`config.mk`:
```
export PLATFORM = sky130hd
export DESIGN_NAME = func_poly_seq
export DESIGN_NICKNAME = d
export VERILOG_FILES = /design/src/rtl/func_poly_seq.sv
export SDC_FILE = /design/constraint.sdc
export NUM_CORES = 1
export LEC_CHECK = 0
export CORE_ASPECT_RATIO = 0.9
export CORE_UTILIZATION = 35
export CTS_CLUSTER_SIZE = 20
export DETAILED_ROUTE_END_ITERATION = 10
export GPL_ROUTABILITY_DRIVEN = 0
export PLACE_DENSITY = 0.58
export SLEW_MARGIN = 30
export SYNTH_ARGS = -nofsm -noshare
export SYNTH_HDL_FRONTEND = slang
export SYNTH_SLANG_ARGS = --single-unit
```
`constraint.sdc`:
```
create_clock -name clk_i -period 6.92 [get_ports clk_i]
set_input_delay 0.692 -clock clk_i [delete_from_list [all_inputs] [get_ports clk_i]]
set_output_delay 0.692 -clock clk_i [all_outputs]
set_load 0.02 [all_outputs]
```
`src/rtl/func_poly_seq.sv`:
```
// func_poly_seq: iterative evaluator of y = a*b + b^3 (or a*b, or b^3 alone).
// A single shift-add multiplier is time-shared across up to three products
// (a*b, b*b, b*b*b), sequenced by a small FSM. Inputs use start/busy and the
// result uses a valid/ready handshake, so y_o holds under backpressure.
module func_poly_seq #(
  parameter  int W  = 8,
  localparam int CW = $clog2(W)
) (
  input  logic           clk_i,
  input  logic           rst_i,
  input  logic           start_i,
  input  logic [1:0]     mode_i,
  input  logic [W-1:0]   a_i,
  input  logic [W-1:0]   b_i,
  output logic           busy_o,
  output logic           out_valid_o,
  input  logic           out_ready_i,
  output logic [3*W:0]   y_o
);

  typedef enum logic [2:0] {
    ST_IDLE    = 3'd0,
    ST_MUL_AB  = 3'd1,
    ST_MUL_BB  = 3'd2,
    ST_MUL_BBB = 3'd3,
    ST_ADD     = 3'd4,
    ST_DONE    = 3'd5
  } state_t;

  state_t             state_r;
  state_t             state_s;

  logic [W-1:0]       a_r;
  logic [W-1:0]       b_r;
  logic [1:0]         mode_r;
  logic [CW-1:0]      cnt_r;
  logic [3*W-1:0]     acc_r;
  logic [2*W-1:0]     p_ab_r;
  logic [2*W-1:0]     sq_r;
  logic [3*W-1:0]     cube_r;
  logic [3*W:0]       y_r;
  logic               valid_r;
  logic               busy_r;

  logic               last_s;
  logic [3*W-1:0]     mcand_s;
  logic [3*W-1:0]     term_s;
  logic [3*W-1:0]     sum_s;
  logic [2*W-1:0]     pab_term_s;
  logic [3*W-1:0]     cube_term_s;
  logic [3*W:0]       y_next_s;

  assign last_s      = (cnt_r == CW'(W - 1));
  assign busy_o      = busy_r;
  assign out_valid_o = valid_r;
  assign y_o         = y_r;

  // State register.
  always_ff @(posedge clk_i or negedge rst_i) begin
    if (!rst_i) begin
      state_r <= ST_IDLE;
    end else begin
      state_r <= state_s;
    end
  end

  // Next-state logic; the multiplier bit-step counter drives phase changes.
  always_comb begin
    state_s = state_r;
    case (state_r)
      ST_IDLE: begin
        if (start_i) begin
          state_s = (mode_i == 2'b10) ? ST_MUL_BB : ST_MUL_AB;
        end else begin
          state_s = ST_IDLE;
        end
      end
      ST_MUL_AB: begin
        if (last_s) begin
          state_s = (mode_r == 2'b01) ? ST_ADD : ST_MUL_BB;
        end else begin
          state_s = ST_MUL_AB;
        end
      end
      ST_MUL_BB: begin
        if (last_s) begin
          state_s = ST_MUL_BBB;
        end else begin
          state_s = ST_MUL_BB;
        end
      end
      ST_MUL_BBB: begin
        if (last_s) begin
          state_s = ST_ADD;
        end else begin
          state_s = ST_MUL_BBB;
        end
      end
      ST_ADD: begin
        state_s = ST_DONE;
      end
      ST_DONE: begin
        if (out_ready_i) begin
          state_s = ST_IDLE;
        end else begin
          state_s = ST_DONE;
        end
      end
      default: begin
        state_s = ST_IDLE;
      end
    endcase
  end

  // Shared shift-add step: the multiplier is always b, only the multiplicand changes.
  always_comb begin
    mcand_s = '0;
    case (state_r)
      ST_MUL_AB:  mcand_s = (3*W)'(a_r);
      ST_MUL_BB:  mcand_s = (3*W)'(b_r);
      ST_MUL_BBB: mcand_s = (3*W)'(sq_r);
      default:    mcand_s = '0;
    endcase
    if (b_r[cnt_r]) begin
      term_s = mcand_s << cnt_r;
    end else begin
      term_s = '0;
    end
    sum_s = acc_r + term_s;
  end

  // Final sum; the term not selected by the mode is forced to zero so stale
  // products from an earlier job never leak into the result.
  always_comb begin
    if (mode_r == 2'b10) begin
      pab_term_s = '0;
    end else begin
      pab_term_s = p_ab_r;
    end
    if (mode_r == 2'b01) begin
      cube_term_s = '0;
    end else begin
      cube_term_s = cube_r;
    end
    y_next_s = (3*W+1)'(pab_term_s) + (3*W+1)'(cube_term_s);
  end

  // Datapath registers: operand capture, accumulation, product storage, handshake.
  always_ff @(posedge clk_i or negedge rst_i) begin
    if (!rst_i) begin
      a_r     <= '0;
      b_r     <= '0;
      mode_r  <= 2'b00;
      cnt_r   <= '0;
      acc_r   <= '0;
      p_ab_r  <= '0;
      sq_r    <= '0;
      cube_r  <= '0;
      y_r     <= '0;
      valid_r <= 1'b0;
      busy_r  <= 1'b0;
    end else begin
      case (state_r)
        ST_IDLE: begin
          if (start_i) begin
            a_r    <= a_i;
            b_r    <= b_i;
            mode_r <= mode_i;
            busy_r <= 1'b1;
            cnt_r  <= '0;
            acc_r  <= '0;
          end
        end
        ST_MUL_AB, ST_MUL_BB, ST_MUL_BBB: begin
          if (last_s) begin
            cnt_r <= '0;
            acc_r <= '0;
            if (state_r == ST_MUL_AB) begin
              p_ab_r <= sum_s[2*W-1:0];
            end else if (state_r == ST_MUL_BB) begin
              sq_r <= sum_s[2*W-1:0];
            end else begin
              cube_r <= sum_s;
            end
          end else begin
            cnt_r <= cnt_r + CW'(1);
            acc_r <= sum_s;
          end
        end
        ST_ADD: begin
          y_r     <= y_next_s;
          valid_r <= 1'b1;
        end
        ST_DONE: begin
          if (out_ready_i) begin
            valid_r <= 1'b0;
            busy_r  <= 1'b0;
          end
        end
        default: begin
          valid_r <= 1'b0;
          busy_r  <= 1'b0;
        end
      endcase
    end
  end

endmodule

```
==> results by group, run 1 <==
Timing
  – Fmax: 219.2 MHz
  – RSZ-0062 raised after global routing: false
  – Final total negative setup slack: 0 ns
  – Fin. Hold Viols: 0
  – Slew margin rel.: 38.91%
  – Setup Skew: 0.009869 ns
  – Final worst-path setup slack: 2.358 ns
  – Worst-margin pin slew: 0.9164 ns
  – Final hold slack: 0.2447 ns
  – Fin crit share: 65.93%
  – Setup violators final: 0
  – Max-slew violations: 0
  – Post-route minimum period: 4.562 ns

Clock network
  – Clock latency on the worst-skew pair: 0.42 ns
  – Deepest clock path buffer count: 2
  – H-Tree Depth: 4
  – Root Buffer: clkbuf_16
  – CTS tree: yes
  – Sink Count: 131
  – Cts hold-fix bufs: 0
  – CTS Buf Count: 17
  – Setup Buffers After CTS: 0
  – Worst-path clk slew: 0.06 ns
  – PostCTS Resize Cnt: 0

Yosys
  – Mapped cell area: 8170 um^2
  – Cells after Synth: 900
  – Distinct cells, synth: 73
  – Avg Inst Size Synth: 9.078 um^2
  – Syn. warnings: 0
  – Ys async rst share: 100.0%
  – Synth Flop Type: dfrtp_1
  – Post-synthesis sequential area ratio: 40.12%
  – Synthesized Nets: 965
  – Number of flops mapped to enable cells by yosys: 0
  – #FFs+latches synth: 131

Detailed routing
  – DRT Pass-1 Iters: 5
  – Routed WL: 19940 um
  – Post-route ant nets: 0
  – Via density: 5.320
  – # DRC: 0
  – Routed wire per std cell: 16.17 um
  – DRT iter0 DRCs: 521
  – Vias: 6559

Final layout
  – Diodes inserted: 0
  – Total Nets Final: 988
  – Layout cells sized above 1: 10.58%
  – Area growth syn-to-layout: 17.11%
  – Layout filler cell count: 2223
  – Final Non-Filler Cells: 1233

Power and ir drop
  – Pwr Density: 464.1 nW/um^2
  – Lkg Pwr: 4.192 nW
  – Final Power: 4.441 mW
  – Max VDD drop: 0.1905 mV

Critical path
  – Crit Path Class: flop to flop
  – CP Max Fanout: 22
  – CP max stage delay: 0.82 ns
  – Path depth of the worst reg2reg path: 15
  – Slowest CP cell: dfrtp_1
  – Setup crit end kind: flop
  – Crit path DAT: 4.89 ns
  – Startpoint types: flop
  – Worst path cell trace: nor2b_1 -> a22oi_1 -> nor2_1 -> a221oi_1 -> a21oi_1 -> nand2b_1 -> a22oi_1 -> ha_1 -> and4_1 -> o2111a_1 -> a31oi_1 -> a21oi_4 -> a31oi_1 -> mux2_1 -> o21ai_1
  – Critical path required time: 7.25 ns

Die
  – Die width: 163.1 um
  – Initial core utilization: 35.98%
  – Rows: 52
  – Core Area: 22710 um^2
  – I/O pins: 49
  – Die Y: 146.9 um
  – Die area: 23960 um^2

Global routing
  – First-pass GRT wire length: 32680 um
  – Congestion Overflow GR: 0
  – Pin count of the biggest net entering global routing: 78
  – Vias in the first global route: 6183
  – Initial antenna violation count: 0
  – Gr usage total: 17.31%

Placed design
  – Placed Cells: 1201
  – Port bufs: 48
  – Setup WS pre-CTS: 2.416 ns
  – Detailed Place HPWL: 14400 um

Flow run
  – Max Cap Viol: 0

Outcome
  – Status: complete, no violations

Min path
  – Hold Crit Class: input pin to async pin
-- cells in the mapped netlist (all sizes together), types with 7 or more instances --
library cell	number	area share [%]
clkbuf	38	1.7
a211o	7	0.77
a31oi	8	0.61
xor2	17	1.9
o211ai	8	0.74
and2	35	2.7
o31ai	7	0.70
nor2	34	1.6
nand3	14	0.86
xnor2	19	2.0
nand2	146	6.7
a211oi	14	1.7
ha	41	6.3
nor2b	7	0.54
a22oi	10	0.92
a21oi	41	2.7
buf	13	0.80
mux2	38	5.2
mux2i	13	1.6
dfrtp	131	40
inv	19	0.87
nor3	18	1.2
a21o	17	1.6
o21ai	118	7.2
o21a	8	0.74
nand2b	12	0.92
a22o	8	0.86
-- registers in the layout, indices dropped and copies added, names as in the netlist, 2 cells and up --
register and cells:
y_o 25, acc_r 24, cube_r 24, p_ab_r 16
sq_r 16, a_r 8, b_r 8, cnt_r 3
state_r 3, mode_r 2
-- logic make-up (layout without fill, tap and decap cells) --
kind of cell             Yosys count  in the layout  share of synthesized area, %
multiplexers                      51             51                         6.830
adder cells (fa/ha/maj)           43             43                         6.769
buffers and inverters             70            106                         3.415
XOR/XNOR                          36             36                         3.951
AO/OA/AOI/OAI                    276            276                         21.96
flip-flops                       131            131                         40.12
AND/OR/NAND/NOR                  293            293                         16.95
-- metrics by stage --
stage / area (um^2) / utilization (%)
floorplan: 8170 / -
global placement: 8861 / 39.02
detailed placement: 8870 / 39.06
CTS: 9560 / 42.10
global route: 9568 / 42.14
finish: 9568 / 42.14
-- worst max-delay path: cells and delay by family, from the launching register on --
kind	cells	cell delay, ns
AO/OA/AOI/OAI	9	1.77
adder cells (fa/ha/maj)	1	0.35
multiplexers	1	0.36
flip-flops	1	0.82
AND/OR/NAND/NOR	4	1.17
-- path summary, 6_finish.rpt --
check	startpoint	to	slack, ns
min in group clk_i	y_o[3]$_DFFE_PN0P_	y_o[3]$_DFFE_PN0P_	0.47
worst min-delay path	rst_i	y_o[24]$_DFFE_PN0P_	0.24
worst max register to register	state_r[0]$_DFF_PN0_	acc_r[20]$_DFFE_PN0P_	2.36
worst max-delay path	state_r[0]$_DFF_PN0_	acc_r[20]$_DFFE_PN0P_	2.36
max in group asynchronous	rst_i	sq_r[3]$_DFFE_PN0P_	5.59
worst min register to register	y_o[3]$_DFFE_PN0P_	y_o[3]$_DFFE_PN0P_	0.47
-- cell usage in the layout, fill, tap and decap left out, types with 9 or more instances in the layout --
| master | instances |
|---|---|
| nand2_1 | 146 |
| dfrtp_1 | 131 |
| o21ai_0 | 90 |
| clkdlybuf4s50_1 | 47 |
| ha_1 | 41 |
| a21oi_1 | 38 |
| mux2_2 | 37 |
| and2_1 | 35 |
| nor2_1 | 34 |
| o21ai_1 | 28 |
| inv_1 | 19 |
| xnor2_1 | 19 |
| nor3_1 | 17 |
| a21o_1 | 17 |
| clkbuf_16 | 17 |
| xor2_1 | 16 |
| nand3_1 | 14 |
| mux2i_1 | 13 |
| nand2b_1 | 11 |
| a22oi_1 | 10 |
| a211oi_1 | 9 |
-- final cells by class --
| type | instances | area (um^2) | share of cell area [%] |
|---|---|---|---|
| multi-input cells | 699 | 4621 | 48.29 |
| flip-flops and latches | 131 | 3278 | 34.26 |
| repair buffers | 55 | 535.5 | 5.597 |
| clock buffers | 21 | 470.5 | 4.917 |
| well taps | 297 | 371.6 | 3.884 |
| clock inverters | 11 | 220.2 | 2.302 |
| inverters | 19 | 71.32 | 0.7454 |
-- metal layers --
metal / vias up / GRT usage [%] / routed length [um]
li1: 3274 / - / -
met1: 3148 / 24.27 / 9752
met2: 119 / 26.43 / 9126
met3: 18 / 3.670 / 639
met4: 0 / 5.701 / 418
met5: - / 0 / 0
-- power by group --
part           internal, mW  switching, mW  total [mW]  leakage (nW)
combinational         0.831           1.25        2.09          2.13
sequential             1.05          0.247        1.30          1.72
clock                 0.708          0.352        1.06         0.338
Power figures use the tool's default switching activity.
==> run 2: changes to the inputs <==
- clock period: 6.92 -> 4.25 ns (I/O delays scaled with it)
==> run 2 against run 1 <==
  * Worst hold slack worse by 0.16 ns
  * First-iteration DRC count is 22% lower
  * Final area hardly changed
  * Clock skew is 0.00076 ns lower
  * Global-route usage is 0.83 points higher
  * Setup slack worse by 2.0 ns
  * Utilization hardly changed
  * Combinational power is 67% higher
  * Via count is 1.2% higher
  * Fmax is 18% higher
  * Flip-flop and latch count stayed put
  * Die area stayed put
  * Critical path type unchanged
  * Largest cell class unchanged
==> results by group, run 2 (synthesized netlist as in run 1, its figures left out) <==
Final layout
  – Total Nets Final: 998
  – Layout cells sized above 1: 11.32%
  – Diodes inserted: 0
  – Commonest non-fill, non-tap cell in the layout: nand2_1
  – Max reg flops: 25
  – Seq. cell area: 3279 um^2
  – Area of the multi-input gates: 4617 um^2
  – Area growth syn-to-layout: 17.04%
  – Most frequent cells in the layout: nand2_1 (146), dfrtp_1 (130), o21ai_0 (90)
  – Layout filler cell count: 2227
  – Final Non-Filler Cells: 1242

Timing
  – Worst-margin pin slew: 0.9473 ns
  – Slew margin rel.: 36.85%
  – Setup Skew: 0.009108 ns
  – Setup violators final: 0
  – Max-slew violations: 0
  – Final hold slack: 0.08174 ns
  – Fin crit share: 90.85%
  – RSZ-0062 raised after global routing: false
  – Final total negative setup slack: 0 ns
  – Post-route minimum period: 3.861 ns
  – Fin. Hold Viols: 0
  – Fmax: 259.0 MHz

Die
  – I/O pins: 49
  – Die width: 163.1 um
  – Die Y: 146.9 um
  – Initial core utilization: 35.98%
  – Core Area: 22710 um^2
  – Rows: 52
  – Die area: 23960 um^2

Global routing
  – First-pass GRT wire length: 34220 um
  – Vias in the first global route: 6462
  – Gr usage total: 18.15%
  – Initial antenna violation count: 0
  – Pin count of the biggest net entering global routing: 90
  – Congestion Overflow GR: 0

Power and ir drop
  – Lkg Pwr: 4.197 nW
  – Pwr Density: 746.3 nW/um^2
  – Max VDD drop: 0.3377 mV

Clock network
  – Clock latency on the worst-skew pair: 0.43 ns
  – Root Buffer: clkbuf_16
  – CTS Buf Count: 17
  – Deepest clock path buffer count: 2
  – Worst-path clk slew: 0.06 ns
  – Setup Buffers After CTS: 0
  – Sink Count: 131
  – H-Tree Depth: 4
  – CTS tree: yes

Detailed routing
  – Via density: 5.345
  – Vias: 6639
  – Routed wire per std cell: 16.44 um
  – Post-route ant nets: 0
  – Routed WL: 20420 um
  – DRT iter0 DRCs: 408
  – DRT Pass-1 Iters: 5
  – # DRC: 0

Critical path
  – Crit Path Class: flop to flop
  – CP Max Fanout: 10
  – Critical path required time: 4.54 ns
  – Setup crit end kind: flop
  – Reg-to-reg endpoint: acc_r[15]$_DFFE_PN0P_
  – Startpoint types: flop
  – Crit path DAT: 4.15 ns
  – R2R setup slack: 0.39 ns
  – R2r startpoint: state_r[0]$_DFF_PN0_
  – Path depth of the worst reg2reg path: 16

Placed design
  – Detailed Place HPWL: 14700 um
  – Placed Cells: 1211
  – Port bufs: 48

Flow run
  – Max Cap Viol: 0

Min path
  – Hold Crit Class: input pin to async pin

Outcome
  – Status: complete, no violations
run 2: per-stage QoR:
stage / total power [mW] / instance area [um^2] / util [%] / setup slack, ns
detailed placement: 5.578 / 8944 / 39.39 / 0.3279
CTS: 7.181 / 9558 / 42.09 / 0.3024
global placement: 5.545 / 8944 / 39.39 / 0.3906
finish: 7.137 / 9563 / 42.11 / 0.3890
floorplan: 4.545 / 8170 / - / 0.6898
global route: 7.676 / 9563 / 42.11 / 0.07156
run 2: routing by layer:
metal  wire (um)  track usage (%)  part of all wire, %
met5           0                0                    0
met4         179            4.720                 0.88
met1       10100            25.96                   49
met2        9483            28.38                   46
met3         663            2.880                  3.2
run 2: worst max-delay path, cell delays in order (launching register included):
cell and delay [ns]:
dfrtp_2 0.49, nor2b_1 0.17, buf_4 0.16, a22oi_1 0.23, nor2_1 0.06, mux2_2 0.29, mux2i_1 0.20, o21a_1 0.14
a21oi_1 0.04, ha_1 0.42, nand2_1 0.13, nor4_2 0.33, nor3_2 0.14, a211oi_4 0.39, nor2_1 0.10, xor2_1 0.31
o21ai_1 0.12
run 2: where the power goes:
group | total, mW | internal [mW] | switching [mW]
sequential | 2.06 | 1.71 | 0.356
combinational | 3.50 | 1.40 | 2.10
clock | 1.57 | 0.979 | 0.592
total | 7.14 | 4.08 | 3.05
run 2: cell type report:
type,count,area share [%]
multi-input cells,699,48.28
clock inverters,13,1.936
flip-flops and latches,131,34.29
repair buffers,65,6.372
well taps,297,3.886
inverters,19,0.7458
clock buffers,18,4.488
run 2: worst max path at each step:
stage | slack, ns | end | cells after the start | from
3_3_place_gp | 0.39 | acc_r[20]$_DFFE_PN0P_ | 15 | state_r[0]$_DFF_PN0_
2_1_floorplan | 0.69 | acc_r[20]$_DFFE_PN0P_ | 16 | state_r[0]$_DFF_PN0_
3_5_place_dp | 0.33 | sq_r[15]$_DFFE_PN0P_ | 15 | state_r[0]$_DFF_PN0_
6_report | 0.39 | acc_r[15]$_DFFE_PN0P_ | 16 | state_r[0]$_DFF_PN0_
4_1_cts | 0.30 | acc_r[15]$_DFFE_PN0P_ | 15 | state_r[0]$_DFF_PN0_
5_1_grt | 0.07 | cube_r[20]$_DFFE_PN0P_ | 14 | state_r[0]$_DFF_PN0_
run 2: what timing repair did:
action                                  in CTS  in global routing
hold buffers                                 0                  0
resized for setup                            0                  1
endpoints found under the setup margin       0                  6
